===== src/rtl/edge_pkg.sv =====
// Shared edge labels, gating-mode encodings and the mode decode used by the
// adaptive hysteresis edge classifier.
package edge_pkg;

  typedef logic [1:0] edge_t;

  localparam edge_t EDGE_STRONG = 2'b10;
  localparam edge_t EDGE_WEAK   = 2'b01;
  localparam edge_t EDGE_NONE   = 2'b00;

  localparam logic [1:0] MODE_FIXED  = 2'b00;
  localparam logic [1:0] MODE_MEAN   = 2'b01;
  localparam logic [1:0] MODE_OFFSET = 2'b10;
  localparam logic [1:0] MODE_RSVD   = 2'b11;

  // Reserved mode falls back to the ungated behaviour of MODE_FIXED.
  function automatic logic mode_gated(input logic [1:0] mode);
    logic gated;
    case (mode)
      MODE_MEAN, MODE_OFFSET: gated = 1'b1;
      MODE_FIXED, MODE_RSVD:  gated = 1'b0;
      default:                gated = 1'b0;
    endcase
    return gated;
  endfunction

endpackage


===== src/rtl/adaptive_edge_classifier_window_sum.sv =====
// Two-stage registered adder tree: pairwise partial sums at S1, exact
// neighbourhood total at S2. Both stages hold while en_i is low.
module window_sum #(
  parameter int DATA_W = 8,
  parameter int N_TAPS = 9
) (
  input  logic                               clk,
  input  logic                               en_i,
  input  logic [N_TAPS*DATA_W-1:0]           win_i,
  output logic [DATA_W+$clog2(N_TAPS)-1:0]   sum_o
);

  localparam int SUM_W   = DATA_W + $clog2(N_TAPS);
  localparam int N_PAIRS = (N_TAPS + 1) / 2;
  localparam int PAIR_W  = DATA_W + 1;

  logic [PAIR_W-1:0] pair_d [N_PAIRS];
  logic [PAIR_W-1:0] pair_q [N_PAIRS];
  logic [SUM_W-1:0]  sum_d;
  logic [SUM_W-1:0]  sum_q;

  for (genvar p = 0; p < N_PAIRS; p++) begin : g_pair
    if (2 * p + 1 < N_TAPS) begin : g_two
      assign pair_d[p] = PAIR_W'(win_i[2*p*DATA_W +: DATA_W])
                       + PAIR_W'(win_i[(2*p+1)*DATA_W +: DATA_W]);
    end else begin : g_one
      assign pair_d[p] = PAIR_W'(win_i[2*p*DATA_W +: DATA_W]);
    end
  end

  // NOTE: pure datapath registers carry no reset; the stage valids in the top
  // decide whether their contents mean anything, and skipping reset keeps them cheap.
  always_ff @(posedge clk) begin
    if (en_i) begin
      for (int p = 0; p < N_PAIRS; p++) pair_q[p] <= pair_d[p];
    end
  end

  // NOTE: the accumulator is combinational, so it is seeded with a default
  // first and built with blocking assignments; no latch can be inferred.
  always_comb begin
    sum_d = '0;
    for (int p = 0; p < N_PAIRS; p++) sum_d = sum_d + SUM_W'(pair_q[p]);
  end

  always_ff @(posedge clk) begin
    if (en_i) sum_q <= sum_d;
  end

  assign sum_o = sum_q;

endmodule


===== src/rtl/adaptive_edge_classifier.sv =====
// Canny hysteresis edge classifier: labels each NMS pixel strong/weak/none
// against runtime thresholds with optional local-mean gating, 3-stage pipeline.
module adaptive_edge_classifier
  import edge_pkg::*;
#(
  parameter int DATA_W   = 8,
  parameter int N_TAPS   = 9,
  parameter int CNT_W    = 24,
  parameter int HIGH_DEF = 155,
  parameter int LOW_DEF  = 130
) (
  input  logic                      clk,
  input  logic                      rst,
  input  logic                      in_valid,
  output logic                      in_ready,
  input  logic [DATA_W-1:0]         din,
  input  logic [N_TAPS*DATA_W-1:0]  win,
  input  logic                      cfg_we,
  input  logic [1:0]                cfg_mode,
  input  logic [DATA_W-1:0]         cfg_high,
  input  logic [DATA_W-1:0]         cfg_low,
  input  logic [DATA_W-1:0]         cfg_offset,
  input  logic                      stat_clr,
  output logic                      out_valid,
  input  logic                      out_ready,
  output edge_t                     edge_type,
  output logic [CNT_W-1:0]          strong_count,
  output logic [CNT_W-1:0]          weak_count
);

  localparam int               SUM_W = DATA_W + $clog2(N_TAPS);
  localparam logic [SUM_W-1:0] NT    = SUM_W'(N_TAPS);

  logic              en;
  logic [DATA_W-1:0] high_q, low_q, off_q;
  logic [1:0]        mode_q;

  logic              v1_q;
  logic [DATA_W-1:0] din1_q, high1_q, low1_q, off1_q;
  logic [1:0]        mode1_q;

  logic              v2_q;
  logic [DATA_W-1:0] din2_q, high2_q, low2_q;
  logic [1:0]        mode2_q;
  logic [SUM_W-1:0]  dinx2_q, offx2_q, sum2;

  logic              gate;
  edge_t             class_d;
  logic              out_valid_q;
  edge_t             edge_q;
  logic              strong_hit, weak_hit;
  logic [CNT_W-1:0]  strong_q, weak_q;

  // The whole pipeline advances together, so stalls never collapse bubbles.
  assign en       = !out_valid_q || out_ready;
  assign in_ready = en;

  always_ff @(posedge clk) begin
    if (rst) begin
      high_q <= DATA_W'(HIGH_DEF);
      low_q  <= DATA_W'(LOW_DEF);
      mode_q <= MODE_MEAN;
      off_q  <= '0;
    end else if (cfg_we) begin
      high_q <= cfg_high;
      low_q  <= cfg_low;
      mode_q <= cfg_mode;
      off_q  <= cfg_offset;
    end
  end

  // S1: centre pixel plus a snapshot of the config it must be judged with.
  always_ff @(posedge clk) begin
    if (rst)     v1_q <= 1'b0;
    else if (en) v1_q <= in_valid;
  end

  always_ff @(posedge clk) begin
    if (en) begin
      din1_q  <= din;
      high1_q <= high_q;
      low1_q  <= low_q;
      mode1_q <= mode_q;
      off1_q  <= off_q;
    end
  end

  window_sum #(
    .DATA_W (DATA_W),
    .N_TAPS (N_TAPS)
  ) u_window_sum (
    .clk   (clk),
    .en_i  (en),
    .win_i (win),
    .sum_o (sum2)
  );

  // S2: scale both sides of the mean comparison by N_TAPS to avoid a divider.
  always_ff @(posedge clk) begin
    if (rst)     v2_q <= 1'b0;
    else if (en) v2_q <= v1_q;
  end

  always_ff @(posedge clk) begin
    if (en) begin
      din2_q  <= din1_q;
      high2_q <= high1_q;
      low2_q  <= low1_q;
      mode2_q <= mode1_q;
      dinx2_q <= SUM_W'(din1_q) * NT;
      offx2_q <= (mode1_q == MODE_OFFSET) ? SUM_W'(off1_q) * NT : '0;
    end
  end

  always_comb begin
    gate    = !mode_gated(mode2_q)
              || ({1'b0, dinx2_q} >= ({1'b0, sum2} + {1'b0, offx2_q}));
    class_d = EDGE_NONE;
    if (gate && din2_q >= high2_q)     class_d = EDGE_STRONG;
    else if (gate && din2_q >= low2_q) class_d = EDGE_WEAK;
  end

  // S3: result register, held while the consumer stalls.
  always_ff @(posedge clk) begin
    if (rst) begin
      out_valid_q <= 1'b0;
      edge_q      <= EDGE_NONE;
    end else if (en) begin
      out_valid_q <= v2_q;
      edge_q      <= v2_q ? class_d : EDGE_NONE;
    end
  end

  assign strong_hit = out_valid_q && out_ready && (edge_q == EDGE_STRONG);
  assign weak_hit   = out_valid_q && out_ready && (edge_q == EDGE_WEAK);

  // A clear still counts the transfer happening in the same cycle.
  always_ff @(posedge clk) begin
    if (rst)                              strong_q <= '0;
    else if (stat_clr)                    strong_q <= CNT_W'(strong_hit);
    else if (strong_hit && strong_q != '1) strong_q <= strong_q + CNT_W'(1);
  end

  always_ff @(posedge clk) begin
    if (rst)                            weak_q <= '0;
    else if (stat_clr)                  weak_q <= CNT_W'(weak_hit);
    else if (weak_hit && weak_q != '1)  weak_q <= weak_q + CNT_W'(1);
  end

  assign out_valid    = out_valid_q;
  assign edge_type    = edge_q;
  assign strong_count = strong_q;
  assign weak_count   = weak_q;

endmodule

===== config.mk =====
export PLATFORM = sky130hd
export DESIGN_NAME = adaptive_edge_classifier
export DESIGN_NICKNAME = d
export VERILOG_FILES = /design/src/rtl/edge_pkg.sv /design/src/rtl/adaptive_edge_classifier_window_sum.sv /design/src/rtl/adaptive_edge_classifier.sv
export SDC_FILE = /design/constraint.sdc
export NUM_CORES = 1
export LEC_CHECK = 0
export ABC_CLOCK_PERIOD_IN_PS = 6700
export CAP_MARGIN = 15
export CORE_MARGIN = 1
export CORE_UTILIZATION = 45
export DETAILED_ROUTE_END_ITERATION = 8
export DONT_BUFFER_PORTS = 1
export GPL_ROUTABILITY_DRIVEN = 0
export GPL_TIMING_DRIVEN = 1
export PLACE_DENSITY_LB_ADDON = 0.15
export SLEW_MARGIN = 30
export SYNTH_ARGS = -nofsm -noshare
export SYNTH_HDL_FRONTEND = slang
export SYNTH_SLANG_ARGS = --single-unit

===== constraint.sdc =====
create_clock -name clk -period 6.7 [get_ports clk]
set_input_delay 1.34 -clock clk [delete_from_list [all_inputs] [get_ports clk]]
set_output_delay 1.34 -clock clk [all_outputs]
set_load 0.02 [all_outputs]

Word level (Yosys, flattened, before mapping)
Memory sizes are Yosys's and may differ from the RTL's.
Cells that the tools add are included.
{"block": "op_classes", "div": 0, "n_eq_ne": 8, "muxes": 10, "magnitude_cmp": 3, "n_bitwise": 0, "reduce_logical": 17, "n_shift": 0, "n_mul": 2, "addsub": 11}
{"cell": "adder 24 x 1 -> 24 bit, second input constant", "n": 2}
{"cell": "inequality test 24 bit, second input constant", "n": 2}
{"cell": "adder 12 x 9 -> 12 bit", "n": 3}
{"cell": "adder 8 x 8 -> 9 bit", "n": 4}
{"cell": "multiplier 8 x 4 -> 12 bit, second input constant", "n": 2}
{"cell": "greater-or-equal comparator 8 bit", "n": 2}
{"cell": "adder 12 x 12 -> 13 bit", "n": 1}
{"cell": "greater-or-equal comparator 12 x 13 -> 1 bit", "n": 1}
{"cell": "adder 9 x 9 -> 10 bit", "n": 1}
{"cell": "== test 2 bit, second input constant", "n": 4}
{"cell": "logical AND 1 bit", "n": 7}
{"cell": "2-to-1 mux 1 bit", "n": 7}
{"cell": "OR reduction 2 bit", "n": 3}
{"cell": "== test 2 x 1 -> 1 bit, second input constant", "n": 2}
{"cell": "2-to-1 mux 2 bit", "n": 2}
{"cell": "nonzero test 2 bit", "n": 2}
{"cell": "logical NOT 1 bit", "n": 2}
{"cell": "logical NOT 2 bit", "n": 1}
{"cell": "logical OR 1 bit", "n": 2}
{"cell": "one-hot mux 1 bit (2 select lines)", "n": 1}
{"block": "word_totals", "latch_bits": 0, "ram_bits": 45, "memories": 1, "mem_bits_ro": 0, "ff_bits": 175, "elab_cells": 76}
{"name": "u_window_sum.pair_q", "words": 5, "width": 9, "read_ports": 5, "rd_ports_with_merged_regs": 0, "write_ports": 5, "line": "adaptive_edge_classifier_window_sum.sv:18", "rtl": "logic [PAIR_W-1:0] pair_q [N_PAIRS];"}

Longest topological paths before layout
{"block": "depth", "word_depth": 9, "ltp_mapped": 19, "depth_no_buf": 19}

Hierarchy
A second synthesis with hierarchy kept.
{"block": "unflattened", "cells_unflattened": 1012, "hier_area_um2": 11522.3}
{"mod": "adaptive_edge_classifier", "area_per_inst_um2": 7467.2, "n_inst": 1, "seq_area_each_um2": 4013.8, "cells_each": 661}
{"mod": "window_sum", "area_per_inst_um2": 4055.1, "n_inst": 1, "seq_area_each_um2": 1681.6, "cells_each": 351}

Least setup slack after synthesis
OpenSTA, ideal clock, no wires.
{"block": "synth_path", "kind": "input to output", "from": "input port out_ready", "to": "output port in_ready", "cell_stages": 2, "setup_slack_ns": -0.097, "arrival_ns": 5.457, "path_buffers": 1, "path_cell_list": "nand2b_1 clkbuf_1"}
{"block": "synth_between", "elab_chain_cells": 1}
{"element": "start, declared", "line": "adaptive_edge_classifier.sv:25", "rtl": "input logic out_ready,"}
{"element": "logical OR 1 bit", "line": "adaptive_edge_classifier.sv:55", "rtl": "assign en = !out_valid_q || out_ready;"}
{"element": "end, declared", "line": "adaptive_edge_classifier.sv:15", "rtl": "output logic in_ready,"}
No other way between the ends.

==> metrics.md <==
| Metric | Value |
|---|---|
| Max-capacitance violation count | 0 |
| Worst-Skew Late Latency | around 0.52 ns |
| Synth cell types | slightly below 60 |
| Post-synth ARST share | 0% |
| Root Buffer Master | clkbuf_16 |
| Multi-input logic area | 5350 um^2 |
| Post-CTS resize count | 0 |
| Worst min path class | reg -> reg |
| Pwr per Cell Area | approximately 370 nW/um^2 |
| Clock Pin Slew Worst Setup and Hold Paths | around 0.06 ns |
| Hold path startpoint | high1_q[3] |
| WP data arrival | 4.40 ns |
| Fmax | roughly 240 MHz |
| CTS tree | built |
| DIE WIDTH | approximately 160 um |
| Antenna diodes | 0 |
| Sequential cell area | around 5700 um^2 |
| Die area | 26,100 um^2 |
| CTS H-Tree Depth | 1 |
| Via count | 6,910 |
| Core Box Area | between 20,000 and 25,000 um^2 |
| Mapped Area | around 11,000 um^2 |
| CTS max path bufs | 3 |
| Setup TNS | 0 ns |
| DRT iter0 DRCs | 260 |
| 1st-pass router iterations | 4 |
| Fill count | 2,227 |
| Final nets | ~1.3k |
| Sequential-to-total area share from yosys stat | between 40% and 50% |
| Beginning of the critical path | u_window_sum.pair_q[0][1] |
| Slew HR | slightly below 40% |
| Post-synth EDFFs | approximately 140 |
| Max Slew Vio Count | 0 |
| Synth Warn # | 0 |
| Hpwl dp | 14,600 um |
| #FFs+latches synth | roughly 220 |
| Vert. Die Dim | ~160 um |
| Post-synthesis cell count | 1,002 |
| CTS hold repair buffers | 0 |
| I/O pin total | between 150 and 200 |
| RSZ-0062 raised after global routing | false |
| Min Tclk post-route | around 4.1 ns |
| CP Class | reg -> reg |
| Initial core utilization | a little under half |
| Rows | 57 |
| Critical Path RT | about 7.0 ns |
| Clock buffer count from CTS | 24 |
| Port bufs | 0 |
| # DRC | 0 |
| Status | finished, final reports clean |
| Crit end category | flop |
| Sink Count | 216 |
| GR Util All Layers | about 15% |
| Vias per cell | about 5 |
| Main flop type after synthesis | edfxtp_1 |
| Post-Route Skew | about 0.0066 ns |
| Leakage | approximately 0.0052 uW |
| Layout cells sized above 1 | 5.35% |
| DRT antenna net count | 0 |
| Postcts setup bufs | 0 |
| Largest net degree at the start of global routing | between 70 and 80 |
| Crit start category | flop |
| Vias in the first global route | ~6.9k |
| Fin. Hold Viols | 0 |
| Final setup vio count | 0 |
| VDD IR max | about 0.24 mV |
| Reg-to-Reg Start | u_window_sum.pair_q[0][1] |
| Actual slew at the worst max-slew pin | approximately 0.9 ns |
| Syn avg cell area | ~11 um^2 |
| Power, Total | between 4000 and 5000 uW |
| GRT Residual Overflow | 0 |
| Crit Path Max Fanout | 5 |
| Mean routed wirelength per cell | roughly 15 um |
| Area growth, synth to finish | 9.79% |
| Initial antenna violation count | 0 |
| Final period util | 61.7% |
| DRT Wirelength | between 20,000 and 25,000 um |
| Syn Nets | between 1k and 1.5k |
| First-pass GRT wire length | around 33,000 um |
-- Yosys cell counts (8+ instances only) --
cell type / number / area (um^2)
a211o_1: 9 / 78.8
a21o_1: 18 / 135
a21oi_1: 46 / 230
and2_1: 10 / 62.6
and3_1: 8 / 50.1
clkbuf_1: 12 / 45.0
dfxtp_1: 79 / 1580
edfxtp_1: 137 / 4110
fa_1: 25 / 500
ha_1: 115 / 1440
inv_1: 83 / 312
mux2i_1: 20 / 200
nand2_1: 41 / 154
nand3_1: 31 / 155
nand4_1: 13 / 81.3
nor2_1: 108 / 405
nor2b_1: 21 / 131
nor3_1: 16 / 80.1
o21ai_0: 31 / 155
o21bai_1: 9 / 67.6
xnor2_1: 45 / 394
xor2_1: 53 / 464
-- area by class of cell --
type                            instances  share of cell area [%]
Sequential cell                       216                    45.4
Multi-Input combinational cell        683                    42.6
Clock buffer                           29                    5.43
Tap cell                              324                    3.23
Inverter                               83                    2.48
Clock inverter                         15                   0.817
Timing Repair Buffer                    2                   0.120
-- worst max-delay path: stages, from the launching register on --
cell and delay [ns]:
edfxtp_1 0.39, ha_1 0.30, a21o_1 0.18, a21oi_1 0.21, o21ai_0 0.14, o41ai_1 0.41
xnor2_1 0.14, fa_1 0.49, inv_1 0.05, fa_1 0.49, inv_1 0.04, ha_1 0.24
nor3_1 0.18, o21ai_0 0.14, a31o_2 0.25, a21oi_1 0.16, xnor2_1 0.08
-- cell usage in the layout, fill, tap and decap left out, types with 5 or more instances in the layout --
master       n
a211oi_1     5
nand2b_1     6
o21a_1       5
ha_1       115
nand3_1     31
clkbuf_16   26
mux2i_1     20
and4_1       7
nor2_1     108
nand4_1     13
a21oi_1     46
inv_1       83
and2_1      10
and3_1       8
o41ai_1      6
xor2_1      53
clkinv_2    10
fa_1        25
xnor2_1     45
dfxtp_1     79
nor2b_1     21
nand2_1     41
a211o_1      9
nor3_1      16
a21o_1      18
o21bai_1     9
o21ai_0     31
edfxtp_1   137
-- metrics by stage --
step / instance area [um^2] / hold slack, ns / cells / worst slack (ns) / utilization (%)
floorplan: 11400 / 0.400 / 1002 / 2.05 / -
global placement: 11800 / 0.402 / 1308 / 2.59 / 47.8
detailed placement: 11800 / 0.406 / 1308 / 2.54 / 47.8
CTS: 12600 / 0.420 / 1352 / 2.53 / 51.0
global route: 12600 / 0.424 / 1352 / 2.17 / 51.0
finish: 12600 / 0.418 / 1352 / 2.57 / 51.0
-- path summary, 6_finish.rpt --
kind | slack [ns] | cells past startpoint | to
worst max-delay path | 2.57 | 16 | u_window_sum.sum_o[10]
worst min-delay path | 0.42 | 0 | high2_q[3]
worst max register to register | 2.57 | 16 | u_window_sum.sum_o[10]
worst min register to register | 0.42 | 0 | high2_q[3]
-- cell families (layout without fill, tap and decap cells) --
group	count (synthesis)	count (layout)	share of synthesized area, %
simple gates	277	277	11.9
flops	216	216	49.8
compound gates	148	148	8.60
fa+ha+maj	140	140	17.0
buf+inv	103	129	3.53
xor+xnor	98	98	7.50
mux	20	20	1.75
-- state kept, by name (all words and copies together) (netlist names), 8 cells and up --
register,flops
u_window_sum.pair_q,44
strong_count,24
weak_count,24
offx2_q,12
u_window_sum.sum_o,12
dinx2_q,9
din1_q,8
din2_q,8
high1_q,8
high2_q,8
high_q,8
low1_q,8
low2_q,8
low_q,8
off1_q,8
off_q,8
-- where the power goes --
| group | leakage [uW] | internal, uW | total (uW) | switching, uW |
|---|---|---|---|---|
| clock | 0.000393 | 761 | 1280 | 523 |
| sequential | 0.00212 | 1660 | 1720 | 61.2 |
| combinational | 0.00272 | 745 | 1590 | 847 |
| total | 0.00524 | 3160 | 4590 | 1430 |
-- per-layer routing --
metal | wire [um] | GRT usage, %
met2 | 9270 | 26.5
met3 | 1170 | 3.72
met1 | 9170 | 19.5
met4 | 410 | 4.12
met5 | 0 | 0
Note: power is estimated with default switching activity, not from simulation.
